**config.mk**
```make
export PLATFORM = sky130hd
export DESIGN_NAME = inv_cipher_ctrl
export DESIGN_NICKNAME = d
export VERILOG_FILES = /design/src/rtl/inv_cipher_ctrl.sv
export SDC_FILE = /design/constraint.sdc
export NUM_CORES = 1
export LEC_CHECK = 0
export BUFFER_PORTS_ARGS = -buffer_cell sky130_fd_sc_hd__buf_2
export CAP_MARGIN = 25
export CORE_AREA = 2 2 301 303
export DETAILED_ROUTE_END_ITERATION = 8
export DIE_AREA = 0 0 303 305
export PLACE_DENSITY = 0.38
export SETUP_SLACK_MARGIN = 0.05
export SLEW_MARGIN = 20
export SYNTH_ARGS = -nofsm -noshare
export SYNTH_HDL_FRONTEND = slang
export SYNTH_SLANG_ARGS = --single-unit
```
**constraint.sdc**
```tcl
create_clock -name clk -period 2 [get_ports clk]
set_input_delay 0.1 -clock clk [delete_from_list [all_inputs] [get_ports clk]]
set_output_delay 0.1 -clock clk [all_outputs]
set_load 0.03 [all_outputs]
```
**src/rtl/inv_cipher_ctrl.sv**
```systemverilog
// inv_cipher_ctrl: round sequencer for an external iterative AES inverse-cipher datapath.
// Define INV_CIPHER_ABORT_EN to add an abort input that drops an in-flight block.
module inv_cipher_ctrl #(
  parameter int Nk = 4,
  parameter int Nr = 10
) (
  input  logic         clk,
  input  logic         rst,
`ifdef INV_CIPHER_ABORT_EN
  input  logic         abort,
`endif
  input  logic         in_valid,
  output logic         in_ready,
  input  logic [127:0] in_data,
  output logic [3:0]   rk_idx,
  input  logic [127:0] rk_data,
  output logic [127:0] rnd_state,
  output logic [127:0] rnd_key,
  output logic         rnd_last,
  input  logic [127:0] rnd_out,
  output logic         out_valid,
  input  logic         out_ready,
  output logic [127:0] out_data
);
  localparam logic [3:0] LAST = 4'(Nr);
  if (Nr != Nk + 6) begin : g_bad_cfg
    $error("inv_cipher_ctrl: Nr must equal Nk+6");
  end
  typedef enum logic [1:0] {IDLE, ROUND, DONE} state_t;
  state_t state;
  logic [3:0] cnt;
  logic [127:0] state_reg;
  logic kill;
`ifdef INV_CIPHER_ABORT_EN
  assign kill = abort && state != IDLE;
`else
  assign kill = 1'b0;
`endif
  assign rnd_state = state_reg;
  assign rnd_key = rk_data;
  assign out_data = state_reg;
  // rk_idx and rnd_last are registered one step ahead so they line up with cnt
  always_ff @(posedge clk) begin
    if (rst || kill) begin
      state <= IDLE;
      in_ready <= 1'b1;
      out_valid <= 1'b0;
      rnd_last <= 1'b0;
      rk_idx <= LAST;
      if (rst) begin
        cnt <= 4'd0;
        state_reg <= '0;
      end
    end else case (state)
      IDLE: if (in_valid) begin
        state <= ROUND;
        state_reg <= in_data ^ rk_data;
        cnt <= LAST - 4'd1;
        rk_idx <= LAST - 4'd1;
        rnd_last <= LAST == 4'd1;
        in_ready <= 1'b0;
      end
      ROUND: begin
        state_reg <= rnd_out;
        if (cnt != 4'd0) begin
          cnt <= cnt - 4'd1;
          rk_idx <= cnt - 4'd1;
          rnd_last <= cnt == 4'd1;
        end else begin
          state <= DONE;
          out_valid <= 1'b1;
          rnd_last <= 1'b0;
          rk_idx <= LAST;
        end
      end
      DONE: if (out_ready) begin
        state <= IDLE;
        out_valid <= 1'b0;
        in_ready <= 1'b1;
      end
      default: state <= IDLE;
    endcase
  end
endmodule

```
==> summary.txt, run 1 <==
Clocking
  • Num CTS Buffers: 17
  • Worst-Skew Late Latency: around 0.48 ns
  • Worst-path clk slew: about 0.07 ns
  • # Post-CTS Setup Buffers: 0
  • Max Root-Sink Buffers: 2
  • Post-CTS Hold Buffers: ~310
  • CTS sink cnt: ~140
  • CTS Root Cell: clkbuf_16
  • H-tree levels: 4
  • CTS tree: built
  • Post-cts sizing count: 0

GRT
  • Largest net degree at the start of global routing: between 100 and 150
  • Initial antenna violation count: 2
  • Total GRT Usage: 0.0892
  • First-pass GRT wire length: about 61000 µm
  • Vias in the first global route: between 10k and 15k
  • Grt total ovfl: 0

Detailed routing
  • Drt drc: 34
  • Drt wl/cell: 14.4 µm
  • Total routed wirelength: between 40000 and 50000 µm
  • Vias per cell: about 3.4
  • DR WL met2: about 22000 µm
  • Routed length on met3: roughly 2400 µm
  • Pre-antenna DRT Iters: 9
  • Via count: approximately 10k
  • Met1 Wirelength: around 17000 µm
  • Antenna-violating nets left: 0
  • Iter 0 DRT Violations: roughly 520
  • Top sig layer: met4

Cells and area
  • Finished Layout Cells: approximately 3k
  • Max reg flops: around 130
  • Layout overhead on the synthesized area: 79.6%
  • Fillers: roughly 10k
  • Final net count: approximately 2.2k
  • Fin util: 0.178
  • Share of cells above drive strength 1: 0.457

STA
  • Min Tclk post-route: approximately 1.7 ns
  • Worst clock skew: around 0.012 ns
  • Setup tns final: 0 ns
  • RSZ-0062 raised after global routing: false
  • Final Hold Viols: 0
  • Max_slew headroom: 0.589
  • Final count of negative-setup-slack endpoints: 0
  • F_max: about 600 MHz
  • Slew at the pin closest to its max-slew limit: just over 0.6 ns
  • Final Max Tran Viols: 0
  • Fin crit share: 0.843
  • Final setup margin: about 0.31 ns

Yosys
  • Top cells by area, synth: dfxtp_1, buf_4, xor2_1
  • Syn. warnings: 0
  • FF+latch count, synth: 141
  • Synth Area per Inst: between 8 and 9 µm²
  • Synth Area in XOR/XNOR: 0.129
  • Area of the mapped netlist: between 8000 and 9000 µm²
  • Seq/Total Area, Yosys: 0.320
  • Leading area contributor after synthesis: dfxtp_1
  • Post-synthesis mux area share: 0
  • Combinational family with the most area after synthesis: buffers and inverters
  • Yosys cell types: 39
  • Simple-gate share of the synthesized area: 0.0608
  • Post-synth EDFFs: 0
  • Area share of the largest cell type after synthesis: 0.320
  • Post-synthesis instance total: a little over 1k
  • Net Count, Synth: approximately 1.4k
  • Top-count cell post-synth: buf_4
  • Post-synth ARST share: 0
  • Adder-cell area share of the yosys netlist: 0.00283
  • Synth Area in Compound Gates: 0.226
  • Ys flop type: dfxtp_1
  • Synth cell count leaders: buf_4, dfxtp_1, xor2_1

Setup path
  • Worst path top cell family by delay: compound AO/OA/AOI/OAI gates
  • Crit. path cell count: 4
  • Max stage delay cell, worst path: dfxtp_2
  • Worst-path cell chain: nand2b_4 > buf_12 > o22ai_1 > a211oi_1
  • RR Startpoint: state[0]$_SDFFE_PP0P_
  • Reg-to-reg endpoint: out_data[0]$_SDFFE_PP0P_
  • Worst reg-to-reg path cell count: 4
  • CP Data Arrival Time: 2.08 ns
  • Required time worst endpoint: roughly 2.4 ns
  • Worst path buffer plus inverter count: 1
  • Critical path fanouts, max: 100
  • Slowest stage delay, CP: around 0.43 ns
  • Crit. End Element: flip-flop
  • Crit path kind: flip-flop to flip-flop
  • R2R setup slack: 0.31 ns
  • CP Launch Type: flip-flop

Place
  • I/O Buffers: slightly below 800
  • Post-DP HPWL: around 32000 µm
  • Pre-CTS setup slack: approximately 0.31 ns
  • Cells after DPL: approximately 2.7k
  • GPL Wtd Cong: 0.783

Floorplan
  • Site row count: 110
  • Die Ht: 305 µm
  • IO Pins: about 780
  • Initial core utilization: 0.0989
  • Full die area: slightly above 90000 µm²
  • Die width: around 300 µm
  • Core area: about 89000 µm²

Run
  • Max Cap Viol: 0

Power
  • Clock share of power: 0.252
  • Switch Pwr: around 0.0057 W
  • Max VDD drop: between 0.0006 and 0.0007 V
  • LEAKAGE: approximately 7.4 nW
  • Pwr per Cell Area: between 800 and 900 nW/µm²
  • Pint: between 0.007 and 0.008 W
  • Switching Share: 0.444
  • Reg power frac: 0.289
  • Combinational fraction of design power: 0.459

Min path
  • HP Class: input port to flip-flop
  • Hold path start: in_data[21]
  • Worst Hold Depth: 4
  • Worst Hold End: out_data[21]$_SDFFE_PP0P_

Status
  • Status: complete, but fails checks
  • Violated checks: design-rule violations
## power groups by stage
stage | combinational, W | clock [W] | sequential, W
6_report | 0.00594 | 0.00326 | 0.00374
5_1_grt | 0.00632 | 0.00357 | 0.00381
4_1_cts | 0.00597 | 0.00349 | 0.00375
3_5_place_dp | 0.00532 | 0 | 0.00381
3_3_place_gp | 0.00532 | 0 | 0.00382
2_1_floorplan | 0.00330 | 0 | 0.00446
## worst max path at each step
| stage | start | endpoint |
|---|---|---|
| floorplan | cnt[0]$_SDFFE_PP0P_ | cnt[0]$_SDFFE_PP0P_ |
| CTS | state[0]$_SDFFE_PP0P_ | out_data[0]$_SDFFE_PP0P_ |
| detailed placement | state[0]$_SDFFE_PP0P_ | out_data[0]$_SDFFE_PP0P_ |
| global placement | state[0]$_SDFFE_PP0P_ | out_data[0]$_SDFFE_PP0P_ |
| global route | state[0]$_SDFFE_PP0P_ | out_data[0]$_SDFFE_PP0P_ |
| finish | state[0]$_SDFFE_PP0P_ | out_data[0]$_SDFFE_PP0P_ |
## metal layers
layer / vias to the layer above / track usage
met1: 4775 / 0.100
met4: 0 / 0.0383
li1: 4916 / -
met5: - / 0
met3: 44 / 0.0212
met2: 424 / 0.158
## per-stage QoR
step / hold WS, ns / total power [W] / cell area [µm²]
after global routing: 0.0186 / 0.0137 / 15900
after detailed placement: 0.414 / 0.00912 / 12200
after floorplan: 0.275 / 0.00776 / 8830
final: 0.0403 / 0.0129 / 15900
after global placement: 0.410 / 0.00914 / 12200
after CTS: 0.000329 / 0.0132 / 15900
## area by class of cell
| type | instances | area (µm²) | share of cell area |
|---|---|---|---|
| timing repair buffer | 1105 | 7270 | 0.459 |
| multi-input combinational | 537 | 3700 | 0.233 |
| sequential | 141 | 2820 | 0.178 |
| tap | 1176 | 1470 | 0.0927 |
| clock buffer | 19 | 443 | 0.0279 |
| clock inverter | 13 | 118 | 0.00741 |
| inverter | 6 | 27.5 | 0.00174 |
| antenna | 2 | 5.00 | 0.000315 |
## cell families (layout without fill, tap and decap cells)
group	count (synthesis)	after routing
buf+inv	334	1143
compound gates	279	279
flops	141	141
xor+xnor	130	130
simple gates	126	126
fa+ha+maj	2	2
other cells	0	2
## tightest hold or removal path, delay by kind of cell
kind | cells | cell delay [ns]
buffers and inverters | 1 | 0.08
AOI/OAI and AO/OA | 2 | 0.19
xor gates and xnor gates | 1 | 0.08
## cells in the final DEF, fill, tap and decap left out, types with 3 or more instances in the layout
cell / netlist / routed
buf_12: 0 / 11
nor3b_1: 3 / 3
o21bai_1: 3 / 3
nor3_1: 4 / 4
a22oi_1: 29 / 29
a21oi_1: 8 / 8
a211oi_1: 101 / 101
clkinv_2: 0 / 3
buf_4: 270 / 3
inv_1: 5 / 4
o21ai_0: 4 / 4
buf_2: 28 / 777
o2bb2ai_1: 29 / 29
xor2_1: 129 / 129
o22ai_1: 99 / 99
clkinvlp_4: 0 / 5
dfxtp_1: 141 / 140
clkbuf_16: 0 / 17
nor2_1: 105 / 105
dlygate4sd3_1: 0 / 314
(Power assumes the default switching activity.)
==> run 2, diff against run 1 <==
--- a/config.mk
+++ b/config.mk
@@ -5,12 +5,13 @@
 export SDC_FILE = /design/constraint.sdc
 export NUM_CORES = 1
 export LEC_CHECK = 0
+export ABC_AREA = 1
 export BUFFER_PORTS_ARGS = -buffer_cell sky130_fd_sc_hd__buf_2
 export CAP_MARGIN = 25
-export CORE_AREA = 2 2 301 303
+export CORE_AREA = 2 2 306 308
 export DETAILED_ROUTE_END_ITERATION = 8
-export DIE_AREA = 0 0 303 305
-export PLACE_DENSITY = 0.38
+export DIE_AREA = 0 0 308 310
+export PLACE_DENSITY = 0.39
 export SETUP_SLACK_MARGIN = 0.05
 export SLEW_MARGIN = 20
 export SYNTH_ARGS = -nofsm -noshare
==> constraint.sdc (replaced) <==
create_clock -name clk -period 1.4 [get_ports clk]
set_input_delay 0.07 -clock clk [delete_from_list [all_inputs] [get_ports clk]]
set_output_delay 0.07 -clock clk [all_outputs]
set_load 0.03 [all_outputs]
==> run 2 against run 1 <==
The run ends with negative setup slack left. Cell area rose by 25%. Register-to-register slack got worse by 0.36 ns. Non-clock buffer count rose by 158. Global-route usage rose by 1.3 points. Power rose by 64%. Flip-flop and latch count did not move. Via count rose by 27%. Largest cell class unchanged.
==> summary.txt, run 2 <==
Clocking
  • H-tree levels: 4 (unchanged)
  • CTS sink cnt: 141 (unchanged)
  • Worst-Skew Late Latency: 0.49 ns (about the same)
  • Num CTS Buffers: 17 (unchanged)
  • Worst-path clk slew: 0.08 ns (about the same)
  • CTS Root Cell: clkbuf_16
  • Max Root-Sink Buffers: 2 (unchanged)
  • CTS tree: built

Setup path
  • CP Data Arrival Time: 1.81 ns (-0.27 ns)
  • CP Launch Type: flip-flop
  • Critical path fanouts, max: 25 (-75%)
  • Slowest stage delay, CP: 0.34 ns (-0.09 ns)
  • Crit path kind: flip-flop to flip-flop
  • Required time worst endpoint: 1.76 ns (-0.63 ns)
  • Max stage delay cell, worst path: dfxtp_2
  • Worst-path cell chain: buf_6 > o21ai_4 > inv_6 > buf_12 > clkbuf_16 > o21ai_1 > a21oi_1
  • Crit. End Element: flip-flop

Status
  • Status: complete, but fails checks
  • Violated checks: negative setup slack

Run
  • Max Cap Viol: 0 (unchanged)

Yosys
  • Post-synthesis instance total: 1530 (+51%)
  • Synth cell count leaders: nand2_1, buf_4, inv_1
  • Leading area contributor after synthesis: dfxtp_1
  • FF+latch count, synth: 141 (unchanged)
  • Top cells by area, synth: dfxtp_1, buf_4, nand2_1
  • Top-count cell post-synth: nand2_1
  • Net Count, Synth: 1920 (+37%)
  • Post-synth ARST share: 0 (unchanged)
  • Area share of the largest cell type after synthesis: 0.288 (-0.0320)
  • Area of the mapped netlist: 9820 µm² (+11%)
  • Yosys cell types: 20 (-49%)
  • Post-synth EDFFs: 0 (unchanged)
  • Syn. warnings: 0 (unchanged)
  • Synth Area per Inst: 6.42 µm² (-26%)
  • Ys flop type: dfxtp_1
  • Seq/Total Area, Yosys: 0.288 (-0.0320)

STA
  • Min Tclk post-route: 1.44 ns (-0.245 ns)
  • Final count of negative-setup-slack endpoints: 41 (+41)
  • Final setup margin: -0.0418 ns (-0.355 ns)
  • RSZ-0062 raised after global routing: true
  • Setup tns final: -0.736 ns (-0.736 ns)
  • Fin crit share: 1.03 (+0.187)
  • Final Max Tran Viols: 0 (unchanged)
  • Slew at the pin closest to its max-slew limit: 0.343 ns (-0.273 ns)
  • Worst clock skew: 0.0158 ns (+0.00403 ns)
  • F_max: 694 MHz (+17%)
  • Final Hold Viols: 0 (unchanged)
  • Fin Hold WS: 0.0239 ns (-0.0164 ns)
  • Max_slew headroom: 0.771 (+0.182)

Place
  • Post-DP HPWL: 38400 µm (+21%)
  • I/O Buffers: 778 (unchanged)
  • GPL Wtd Cong: 0.812 (+3.6%)

Floorplan
  • Initial core utilization: 0.106 (+0.00725)
  • IO Pins: 779 (unchanged)
  • Site row count: 112 (+1.8%)
  • Core area: 92500 µm² (+3.5%)
  • Full die area: 95500 µm² (+3.3%)
  • Die width: 308 µm (+1.7%)
  • Die Ht: 310 µm (+1.6%)

GRT
  • Total GRT Usage: 0.103 (+0.0134)
  • Initial antenna violation count: 3 (+1)
  • Largest net degree at the start of global routing: 57 (-44%)
  • Vias in the first global route: 12.2k (+20%)
  • First-pass GRT wire length: 71900 µm (+17%)
  • Grt total ovfl: 0 (unchanged)

Detailed routing
  • Total routed wirelength: 54000 µm (+25%)
  • Vias per cell: 3.47 (+2.5%)
  • Drt drc: 0 (-100%)
  • Antenna-violating nets left: 0 (unchanged)
  • Pre-antenna DRT Iters: 4 (-5)
  • Drt wl/cell: 14.6 µm (+1.3%)
  • Iter 0 DRT Violations: 448 (-13%)
  • Via count: 12.9k (+27%)

Cells and area
  • Commonest non-fill, non-tap cell in the layout: buf_2
  • Final net count: 2879 (+31%)
  • Share of cells above drive strength 1: 0.426 (-0.0310)
  • Layout overhead on the synthesized area: 101%
  • Commonest cells after routing, fill and taps aside: buf_2, dlygate4sd3_1, nand2_1, inv_1, dfxtp_1
  • Max reg flops: 128 (unchanged)

Power
  • Pwr per Cell Area: 1080 nW/µm² (+32%)
  • LEAKAGE: 10.6 nW (+43%)
  • Max VDD drop: 0.000865 V (+38%)

Min path
  • HP Class: input port to flip-flop
run 2: cell types whose count changed in the layout (fill, tap and decap cells not counted), sizes merged, moves of 100 or more:
cell	before	now
inv	8	249
o21ai	4	200
nand2	1	340
xor2	129	29
a211oi	101	0
nand3	1	135
run 2: power breakdown:
group | switching, W | internal (W)
logic | 0.00656 | 0.00432
registers | 0.000766 | 0.00468
clock network | 0.00227 | 0.00268
total | 0.00960 | 0.0117
run 2: kinds of logic after synthesis:
group / count (synthesis) / synth area share
AO/OA/AOI/OAI: 306 / 0.157
buffers and inverters: 564 / 0.321
XOR/XNOR: 29 / 0.0259
flip-flops: 141 / 0.288
adder cells (fa/ha/maj): 2 / 0.00255
AND/OR/NAND/NOR: 488 / 0.206
run 2: routing by layer:
| layer | global-route usage | part of all wire | up-vias | wire length [µm] |
|---|---|---|---|---|
| li1 | - | - | 6473 | - |
| met1 | 0.116 | 0.40 | 5801 | 21900 |
| met2 | 0.175 | 0.48 | 491 | 26100 |
| met3 | 0.0262 | 0.057 | 84 | 3090 |
| met4 | 0.0606 | 0.054 | 4 | 2900 |
| met5 | 0 | 0.00044 | - | 24 |
run 2: critical path: cells and delay by family, from the launching register on:
family	cells	cell delay, ns
buffers and inverters	4	0.57
DFF	1	0.34
AOI/OAI and AO/OA	3	0.34
run 2: metrics by stage:
step,std cells,worst slack (ns),power [W],area (µm²),util
after floorplan,1530,0.141,0.0113,9820,-
after global placement,3248,-0.0663,0.0140,13700,0.148
after detailed placement,3248,-0.0663,0.0139,13700,0.148
after CTS,3680,-0.0396,0.0207,18800,0.203
after global routing,3699,-0.0952,0.0226,19800,0.214
final,3700,-0.0418,0.0213,19800,0.214
run 2: final timing paths:
check             cells past startpoint                   start                   endpoint  slack [ns]
setup / recovery                      7   state[0]$_SDFFE_PP0P_  out_data[62]$_SDFFE_PP0P_       -0.04
hold / removal                        5              in_data[7]   out_data[7]$_SDFFE_PP0P_        0.02
setup reg to reg                      7   state[0]$_SDFFE_PP0P_  out_data[62]$_SDFFE_PP0P_       -0.04
hold reg to reg                       2  rk_idx[2]$_SDFFE_PP0P_     rk_idx[2]$_SDFFE_PP0P_        0.47
run 2: repair_timing:
| item | in CTS | in global routing |
|---|---|---|
| hold buffers | 395 | 0 |
| gates resized for setup | 116 | 178 |
| setup buffers | 3 | 8 |
| pin swaps | 25 | 47 |
| endpoints found under the hold margin | 139 | 0 |
| gates cloned | 5 | 13 |
| endpoints found under the setup margin | 140 | 130 |
run 2: layout make-up:
type / count / area, µm²
diodes: 1 / 2.50
well taps: 1197 / 1500
multi-input cells: 825 / 4630
clock inverters: 15 / 173
flip-flops and latches: 141 / 2830
fillers: 10300 / 72700
inverters: 241 / 918
clock buffers: 17 / 425
repair buffers: 1263 / 9290
